$ cat config.mk
export PLATFORM = sky130hd
export DESIGN_NAME = bist_sig_analyzer_flat
export DESIGN_NICKNAME = d
export VERILOG_FILES = /design/src/rtl/bist_sig_analyzer_pkg.sv /design/src/rtl/bist_sig_analyzer_if.sv /design/src/rtl/bist_sig_analyzer_shreg.sv /design/src/rtl/bist_sig_analyzer.sv /design/src/flat_wrapper.sv
export SDC_FILE = /design/constraint.sdc
export NUM_CORES = 1
export LEC_CHECK = 0
export ABC_CLOCK_PERIOD_IN_PS = 2000
export CORE_AREA = 3 3 64 90
export DETAILED_ROUTE_END_ITERATION = 10
export DIE_AREA = 0 0 67 93
export GPL_ROUTABILITY_DRIVEN = 0
export HOLD_SLACK_MARGIN = 0.05
export PLACE_DENSITY_LB_ADDON = 0.15
export SETUP_SLACK_MARGIN = 0.05
export SYNTH_ARGS = -nofsm -noshare
export SYNTH_HDL_FRONTEND = slang
export SYNTH_SLANG_ARGS = --single-unit
$ cat constraint.sdc
create_clock -name clk -period 2 [get_ports clk]
set_input_delay 0.2 -clock clk [delete_from_list [all_inputs] [get_ports clk]]
set_output_delay 0.2 -clock clk [all_outputs]
set_load 0.01 [all_outputs]
$ cat src/rtl/bist_sig_analyzer_pkg.sv
// Shared types and defaults for the BIST signature analyzer.
// Holds the FSM state enum, counter width and default polynomials.
package bist_pkg;

  typedef enum logic [2:0] {
    S_IDLE,
    S_ARMED,
    S_COMPACT,
    S_COMPARE,
    S_DONE
  } bist_sa_state_t;

  localparam int CNT_W = 8;

  localparam logic [7:0] DEF_LFSR_POLY = 8'hB8;
  localparam logic [7:0] DEF_MISR_POLY = 8'hB8;
  localparam logic [7:0] DEF_SEED      = 8'h01;
  localparam logic [7:0] DEF_GOLDEN    = 8'h00;
  localparam int         DEF_NCYCLES   = 5;

  function automatic logic [CNT_W-1:0] sat_inc(
    input logic [CNT_W-1:0] v
  );
    return (&v) ? v : v + 1'b1;
  endfunction

endpackage

$ cat src/rtl/bist_sig_analyzer_if.sv
// Controller/CUT-facing bundle of the BIST signature analyzer.
// master drives strobes and CUT response; slave is the analyzer.
interface bist_sa_if #(
  parameter int WIDTH = 8
);
  logic             init;
  logic             running;
  logic             finish;
  logic [WIDTH-1:0] cut_resp;
  logic [WIDTH-1:0] pattern;
  logic [WIDTH-1:0] signature;
  logic [7:0]       cycle_count;
  logic             done;
  logic             pass;

  modport master (
    output init, running, finish, cut_resp,
    input  pattern, signature, cycle_count,
    input  done, pass
  );

  modport slave (
    input  init, running, finish, cut_resp,
    output pattern, signature, cycle_count,
    output done, pass
  );
endinterface

$ cat src/rtl/bist_sig_analyzer_shreg.sv
// Feedback shift register used as both LFSR (din=0) and MISR.
// Shifts left, feeding back the parity of the tapped bits.
module bist_shreg #(
  parameter int             W       = 8,
  parameter logic [W-1:0]   RST_VAL = '0
) (
  input  logic         clk,
  input  logic         reset,
  input  logic         load,
  input  logic [W-1:0] load_val,
  input  logic         en,
  input  logic [W-1:0] poly,
  input  logic [W-1:0] din,
  output logic [W-1:0] q
);

  logic [W-1:0] q_q;
  logic [W-1:0] q_d;
  logic         fb;

  always_comb begin
    fb  = ^(q_q & poly);
    q_d = {q_q[W-2:0], fb} ^ din;
  end

  always_ff @(posedge clk or posedge reset) begin
    if (reset) begin
      q_q <= RST_VAL;
    end else if (load) begin
      q_q <= load_val;
    end else if (en) begin
      q_q <= q_d;
    end
  end

  assign q = q_q;

endmodule

$ cat src/rtl/bist_sig_analyzer.sv
// BIST pattern generation and response compaction stage.
// LFSR drives the CUT, MISR compacts its response, FSM grades it.
module bist_sig_analyzer
  import bist_pkg::*;
#(
  parameter int               WIDTH     = 8,
  parameter logic [WIDTH-1:0] LFSR_POLY = WIDTH'(DEF_LFSR_POLY),
  parameter logic [WIDTH-1:0] MISR_POLY = WIDTH'(DEF_MISR_POLY),
  parameter logic [WIDTH-1:0] SEED      = WIDTH'(DEF_SEED),
  parameter logic [WIDTH-1:0] GOLDEN    = WIDTH'(DEF_GOLDEN),
  parameter int               NCYCLES   = DEF_NCYCLES
) (
  input  logic      clk,
  input  logic      reset,
  bist_sa_if.slave  bus
);

  bist_sa_state_t   state_q, state_d;
  logic [CNT_W-1:0] cnt_q, cnt_d;
  logic             done_q, done_d;
  logic             pass_q, pass_d;
  logic             load;
  logic             en;
  logic [WIDTH-1:0] lfsr;
  logic [WIDTH-1:0] misr;

  bist_shreg #(
    .W       (WIDTH),
    .RST_VAL (SEED)
  ) u_lfsr (
    .clk      (clk),
    .reset    (reset),
    .load     (load),
    .load_val (SEED),
    .en       (en),
    .poly     (LFSR_POLY),
    .din      ('0),
    .q        (lfsr)
  );

  bist_shreg #(
    .W       (WIDTH),
    .RST_VAL ('0)
  ) u_misr (
    .clk      (clk),
    .reset    (reset),
    .load     (load),
    .load_val ('0),
    .en       (en),
    .poly     (MISR_POLY),
    .din      (bus.cut_resp),
    .q        (misr)
  );

  // finish wins over running so the finish cycle never compacts
  always_comb begin
    state_d = state_q;
    cnt_d   = cnt_q;
    done_d  = done_q;
    pass_d  = pass_q;
    load    = 1'b0;
    en      = 1'b0;
    if (bus.init) begin
      load    = 1'b1;
      cnt_d   = '0;
      done_d  = 1'b0;
      pass_d  = 1'b0;
      state_d = S_ARMED;
    end else begin
      unique case (state_q)
        S_IDLE: ;
        S_ARMED, S_COMPACT: begin
          if (bus.finish) begin
            state_d = S_COMPARE;
          end else if (bus.running) begin
            en      = 1'b1;
            cnt_d   = sat_inc(cnt_q);
            state_d = S_COMPACT;
          end
        end
        S_COMPARE: begin
          pass_d  = (misr == GOLDEN) &&
                    (cnt_q == CNT_W'(NCYCLES));
          done_d  = 1'b1;
          state_d = S_DONE;
        end
        S_DONE: ;
        default: state_d = S_IDLE;
      endcase
    end
  end

  always_ff @(posedge clk or posedge reset) begin
    if (reset) begin
      state_q <= S_IDLE;
      cnt_q   <= '0;
      done_q  <= 1'b0;
      pass_q  <= 1'b0;
    end else begin
      state_q <= state_d;
      cnt_q   <= cnt_d;
      done_q  <= done_d;
      pass_q  <= pass_d;
    end
  end

  assign bus.pattern     = lfsr;
  assign bus.signature   = misr;
  assign bus.cycle_count = cnt_q;
  assign bus.done        = done_q;
  assign bus.pass        = pass_q;

endmodule

$ cat src/flat_wrapper.sv
// flat-port wrapper written by rule: the top's interface ports become plain ports
module bist_sig_analyzer_flat import bist_pkg::*;
#(
  parameter int               WIDTH     = 8,
  parameter logic [WIDTH-1:0] LFSR_POLY = WIDTH'(DEF_LFSR_POLY),
  parameter logic [WIDTH-1:0] MISR_POLY = WIDTH'(DEF_MISR_POLY),
  parameter logic [WIDTH-1:0] SEED      = WIDTH'(DEF_SEED),
  parameter logic [WIDTH-1:0] GOLDEN    = WIDTH'(DEF_GOLDEN),
  parameter int               NCYCLES   = DEF_NCYCLES
)
  (clk, reset, bus_init, bus_running, bus_finish, bus_cut_resp, bus_pattern, bus_signature, bus_cycle_count, bus_done, bus_pass);
  bist_sa_if #(.WIDTH(WIDTH)) bus_i ();
  input  logic clk;
  input  logic reset;
  input wire logic [$bits(bus_i.init)-1:0] bus_init;
  input wire logic [$bits(bus_i.running)-1:0] bus_running;
  input wire logic [$bits(bus_i.finish)-1:0] bus_finish;
  input wire logic [$bits(bus_i.cut_resp)-1:0] bus_cut_resp;
  output wire logic [$bits(bus_i.pattern)-1:0] bus_pattern;
  output wire logic [$bits(bus_i.signature)-1:0] bus_signature;
  output wire logic [$bits(bus_i.cycle_count)-1:0] bus_cycle_count;
  output wire logic [$bits(bus_i.done)-1:0] bus_done;
  output wire logic [$bits(bus_i.pass)-1:0] bus_pass;
  assign bus_i.init = bus_init;
  assign bus_i.running = bus_running;
  assign bus_i.finish = bus_finish;
  assign bus_i.cut_resp = bus_cut_resp;
  assign bus_pattern = bus_i.pattern;
  assign bus_signature = bus_i.signature;
  assign bus_cycle_count = bus_i.cycle_count;
  assign bus_done = bus_i.done;
  assign bus_pass = bus_i.pass;
  bist_sig_analyzer #(.WIDTH(WIDTH), .LFSR_POLY(LFSR_POLY), .MISR_POLY(MISR_POLY), .SEED(SEED), .GOLDEN(GOLDEN), .NCYCLES(NCYCLES)) u_core (.clk(clk), .reset(reset), .bus(bus_i));
endmodule
== After elaboration in Yosys (flattened, before gate mapping) ==
Index checks and enable logic that the tools add are counted.
Storage, ports and cells
  flip-flop bits (word level): 29
  bits in latches: 0
  bits in writable memories: 0
  memory bits (read-only): 0
  bits of input ports: 13
  output and inout port bits: 26
  word-level logic and storage cells: 53
  memories kept: 0
Cells by class
  add/subtract/negate cells: 1
  multipliers: 0
  divide/modulo/power cells: 0
  order comparisons: 0
  equality and inequality tests: 9
  shift-type cells: 0
  muxes and demuxes: 22
  bitwise logic cells: 1
  reductions and logical operators: 14
Operators by type and width (number)
  8-bit 2-to-1 mux: 9
  8-bit XOR reduction: 2
  1-bit 2-to-1 mux: 9
  3-bit 2-to-1 mux: 3
  3-bit case mux with 3 select lines: 1
  8-bit by 1-bit adder with 8-bit output (second input constant): 1
  8-bit by 3-bit equality test with 1-bit output (second input constant): 1
  8-bit zero test: 1
  8-bit AND reduction: 1
  2-bit nonzero test: 4
  8-bit XOR: 1
  3-bit by 2-bit equality test with 1-bit output (second input constant): 2
  2-bit inequality test (second input constant): 2
  4-bit inequality test (second input constant): 1
  4-bit AND reduction: 1
  2-bit OR reduction: 2
  3-bit by 1-bit equality test with 1-bit output (second input constant): 1
  3-bit equality test (second input constant): 1
  3-bit zero test: 1
  2-bit by 1-bit inequality test with 1-bit output (second input constant): 1
  2-bit AND reduction: 1
  1-bit logical AND: 1

== Longest topological paths before layout ==
  depth after elaboration: 6
  depth in mapped cells: 6
  mapped depth without buffers: 6

== Hierarchy ==
A second synthesis with hierarchy kept.
Second synthesis, totals
  cells, all modules: 209
  area total of the unflattened synthesis: 1794.2 um2
By module, submodules not included
  bist_sig_analyzer: instances 1, cells each 79, area each 724.4 um2, seq. area each 325.3 um2
  bist_shreg (u_core.u_lfsr): instances 1, cells each 65, area each 535.5 um2, seq. area each 201.4 um2
  bist_shreg (u_core.u_misr): instances 1, cells each 65, area each 534.3 um2, seq. area each 200.2 um2

== Worst setup path before layout ==
Ideal clock, no wire load.
  path type: register to register
  from: reg u_core.cnt_q[0], in the netlist u_core.bus.cycle_count[0]
  to: reg u_core.cnt_q[3], in the netlist u_core.bus.cycle_count[3]
  library setup time: 0.127 ns
  arrival: 1.707 ns
  data required time: 1.873 ns
  path slack: 0.165 ns
  stages on the path, launching flop included: 6
  path buffers: 0
  path through: dfrtp_1 ha_1 and4_2 a211oi_2 nand4_1 mux2_1
On the way
  cells in the longest elaborated chain, start to end: 6
  elaborated cells on any way between the ends: 9
Ends and longest elaborated chain
  start: declaration: line bist_sig_analyzer.sv:19  | logic [CNT_W-1:0] cnt_q, cnt_d;
  start signal: assignment: line bist_sig_analyzer.sv:101  | cnt_q <= cnt_d;
  8-bit by 1-bit adder with 8-bit output: line bist_sig_analyzer_pkg.sv:24  | return (&v) ? v : v + 1'b1;
  8-bit 2-to-1 mux: line bist_sig_analyzer_pkg.sv:24
  8-bit 2-to-1 mux: line bist_sig_analyzer.sv:75  | end else if (bus.running) begin
  8-bit 2-to-1 mux: line bist_sig_analyzer.sv:73  | if (bus.finish) begin
  8-bit 2-to-1 mux: line bist_sig_analyzer.sv:70  | unique case (state_q)
  8-bit 2-to-1 mux: line bist_sig_analyzer.sv:63  | if (bus.init) begin
Several ways; a longest one is shown, not always the timed one. The select of a mux whose other input is x is not followed.
A chain may end at the register's enable or synchronous reset.

== Worst setup path after layout ==
Ends and elaborated chain as after synthesis.

==> results_dict.tcl <==
set metrics [dict create \
    outcome "finished clean" \
    hold_viol_final 0 \
    synth_cells 157 \
    min_path_type "primary input to asynchronous set/reset pin" \
    cp-end-kind "flop" \
    wirelength_um 3780 \
    synth.distinct_cells 37 \
    syn-cell-area_um2 1500 \
    synthesis.area_per_instance_um2 9.55 \
    max_slew_margin 0.751 \
    fin_cells 271 \
    cp_max_fo 5 \
    r2r_cells 5 \
    firstDrtPassIters 4 \
    path_class "flop to flop" \
    drt_iter0_markers 36 \
    clock.fmax_mhz 574 \
    period_minus_slack_ns 1.74 \
    ys_seq_area_frac 0.485 \
    grt_max_degree 30 \
    irDropWorstVdd_mv 0.369 \
    finalSetupTns_ns 0 \
    antennaDiodeCount 0 \
    reg2reg_slack_ns 0.26 \
    cp-start-kind "flop" \
    ctsResizeCount 0 \
    clk-insertion-delay-late_ns 0.27 \
    num_vias 1301 \
    start_util 0.293 \
    core_area_um2 5120 \
    cts_tree "yes" \
    tightest_slew_ns 0.374 \
    clock_path_buffers 2 \
    hold_slack_ns 0.302 \
    synth_area_leaders "dfrtp_1 47%, xnor2_1 6.4%, a211oi_1 5.0%, nor2_1 5.0%, nand2_1 4.8%" \
    syn-num-nets 173 \
    fin_skew_ns 0.00480 \
    cts-htree-levels 2 \
    netlist.area_leader.share 0.467 \
    ys_seq_elements 29 \
    dp_hpwl_um 2700 \
    synthFlopType "dfrtp_1" \
    cts.sinks 29 \
    via_per_inst 4.80 \
    rsz0062_at_grt "false" \
    route.detailed.drc 0 \
    drive_gt1_frac 0.0976 \
    port-buffer-count 38 \
    gr-total-overflow 0 \
    grt_pass1_wl_um 6440 \
    layout_setup_ws_ns 0.256 \
    fillCellCount 550 \
    io_pins 39 \
    finalNetCount 221 \
    synth_edf_count 0 \
    numCtsBuffers 5 \
    dieArea_um2 6230 \
    clk_pin_slew_ns 0.06 \
    antenna_found_initial 0 \
    grt_util_all_layers 0.136 \
    cts-root-buf "clkbuf_8" \
    dp.cells 264 \
    fin_area_um2 2090 \
    crit_arrival_ns 1.90 \
    yosysTopAreaCell "dfrtp_1" \
    placed_area_um2 2000 \
    wl_per_cell_um 14.0 \
    die_w_um 67 \
    grt_pass1_vias 1333 \
    drv_cap 0 \
    async_reset_ff_frac 1.00 \
    dp_slack_ns 0.0862 \
    power_mw 1.48 \
    fp-row-count 31 \
    finalCritPeriodShare 0.872 \
    synth_warnings 0 \
    power_density_nw_per_um2 710 \
    cellLeakagePower_nw 0.844 \
    area_growth_pct 39.5 \
    reg2reg_to "u_core.bus.cycle_count[3]$_DFFE_PP0P_" \
    die_h_um 93 \
    required_ns 2.16 \
    postCtsSetupBuffers 0 \
    ant_nets 0 \
    cts_hold_buf 0 \
    finalSetupViolations 0 \
    r2r-start "u_core.bus.cycle_count[0]$_DFFE_PP0P_" \
    fin_util 0.408 \
    maxSlewViolCount 0 \
]
worst max-delay path, stage by stage, from the launching register on:
cell and delay [ns]:
dfrtp_1 0.39, ha_1 0.27, and4_2 0.26, a211oi_2 0.25, nand4_1 0.14, mux2_1 0.32
sequential cells by signal, indices dropped and copies added (netlist names):
| name | count |
|---|---|
| u_core.u_misr.q | 8 |
| u_core.bus.done | 1 |
| u_core.bus.pass | 1 |
| u_core.state_q | 3 |
| u_core.u_lfsr.q | 8 |
| u_core.bus.cycle_count | 8 |
worst max path at each step:
stage	from	to	slack, ns	depth (start not counted)
4_1_cts	u_core.bus.cycle_count[0]$_DFFE_PP0P_	u_core.bus.cycle_count[3]$_DFFE_PP0P_	0.23	5
6_report	u_core.bus.cycle_count[0]$_DFFE_PP0P_	u_core.bus.cycle_count[3]$_DFFE_PP0P_	0.26	5
3_3_place_gp	bus_running	u_core.bus.cycle_count[3]$_DFFE_PP0P_	0.12	5
5_1_grt	u_core.bus.cycle_count[0]$_DFFE_PP0P_	u_core.bus.cycle_count[3]$_DFFE_PP0P_	0.16	5
2_1_floorplan	u_core.bus.cycle_count[0]$_DFFE_PP0P_	u_core.bus.cycle_count[3]$_DFFE_PP0P_	0.17	5
3_5_place_dp	bus_running	u_core.bus.cycle_count[3]$_DFFE_PP0P_	0.09	5
cell type report:
| class | count | area [µm²] | area share |
|---|---|---|---|
| well taps | 66 | 82.6 | 0.0395 |
| inverters | 5 | 18.8 | 0.00898 |
| repair buffers | 47 | 448 | 0.214 |
| clock buffers | 7 | 86.3 | 0.0413 |
| flip-flops and latches | 29 | 727 | 0.348 |
| multi-input cells | 117 | 728 | 0.348 |
cells by family after synthesis:
logic type	share of synthesized area
fa+ha+maj	0.0250
xor+xnor	0.0935
mux	0.0209
buf+inv	0.0292
compound gates	0.137
simple gates	0.210
flops	0.485
cells in the mapped netlist, types with 2 or more instances:
cell and count:
nor3_1 4, xor2_1 5, buf_2 2, xnor2_1 11, a211oi_1 10, nand3_1 3
mux2i_1 2, inv_1 5, dfrtp_1 28, ha_1 3, a21oi_1 12, clkbuf_1 4
nor2_1 20, nand2_1 19, o21ai_0 3, nand4_1 4, nand2b_1 2
metal layers:
metal  track usage  routed length (µm)
met1         0.160                1600
met5             0                   0
met3        0.0337                 133
met4        0.0541                  69
met2         0.231                1980
where the power goes:
part	internal [mW]	switching (mW)	total (mW)	leakage, nW
sequential	0.628	0.0479	0.676	0.391
clock	0.272	0.205	0.477	0.0443
combinational	0.169	0.163	0.333	0.408
total	1.07	0.416	1.48	0.844
placed cells by master, fill, tap and decap left out:
cell and instances:
xor2_1 5, or2b_1 1, o21ai_0 3, nand2_1 19, nand4_1 4, inv_1 5, clkbuf_8 6, o31ai_1 1
or4b_2 1, a21oi_1 12, clkbuf_1 1, nor3b_1 1, ha_1 3, o21bai_1 1, or3_1 1, and2b_1 1
buf_4 9, dfstp_2 1, o2111a_1 1, a22oi_1 1, and4_2 1, mux2_1 1, dfrtp_1 28, a211oi_1 10
or3b_4 1, mux2i_1 2, nor3_1 4, nor4_1 1, a211oi_2 1, and3_1 1, nand3_1 3, nand2b_1 2
a211o_1 1, or4_1 1, clkdlybuf4s50_1 38, nor2_1 20, xnor2_1 11, and4_1 1, nor2b_1 1
Power figures use the tool's default switching activity.
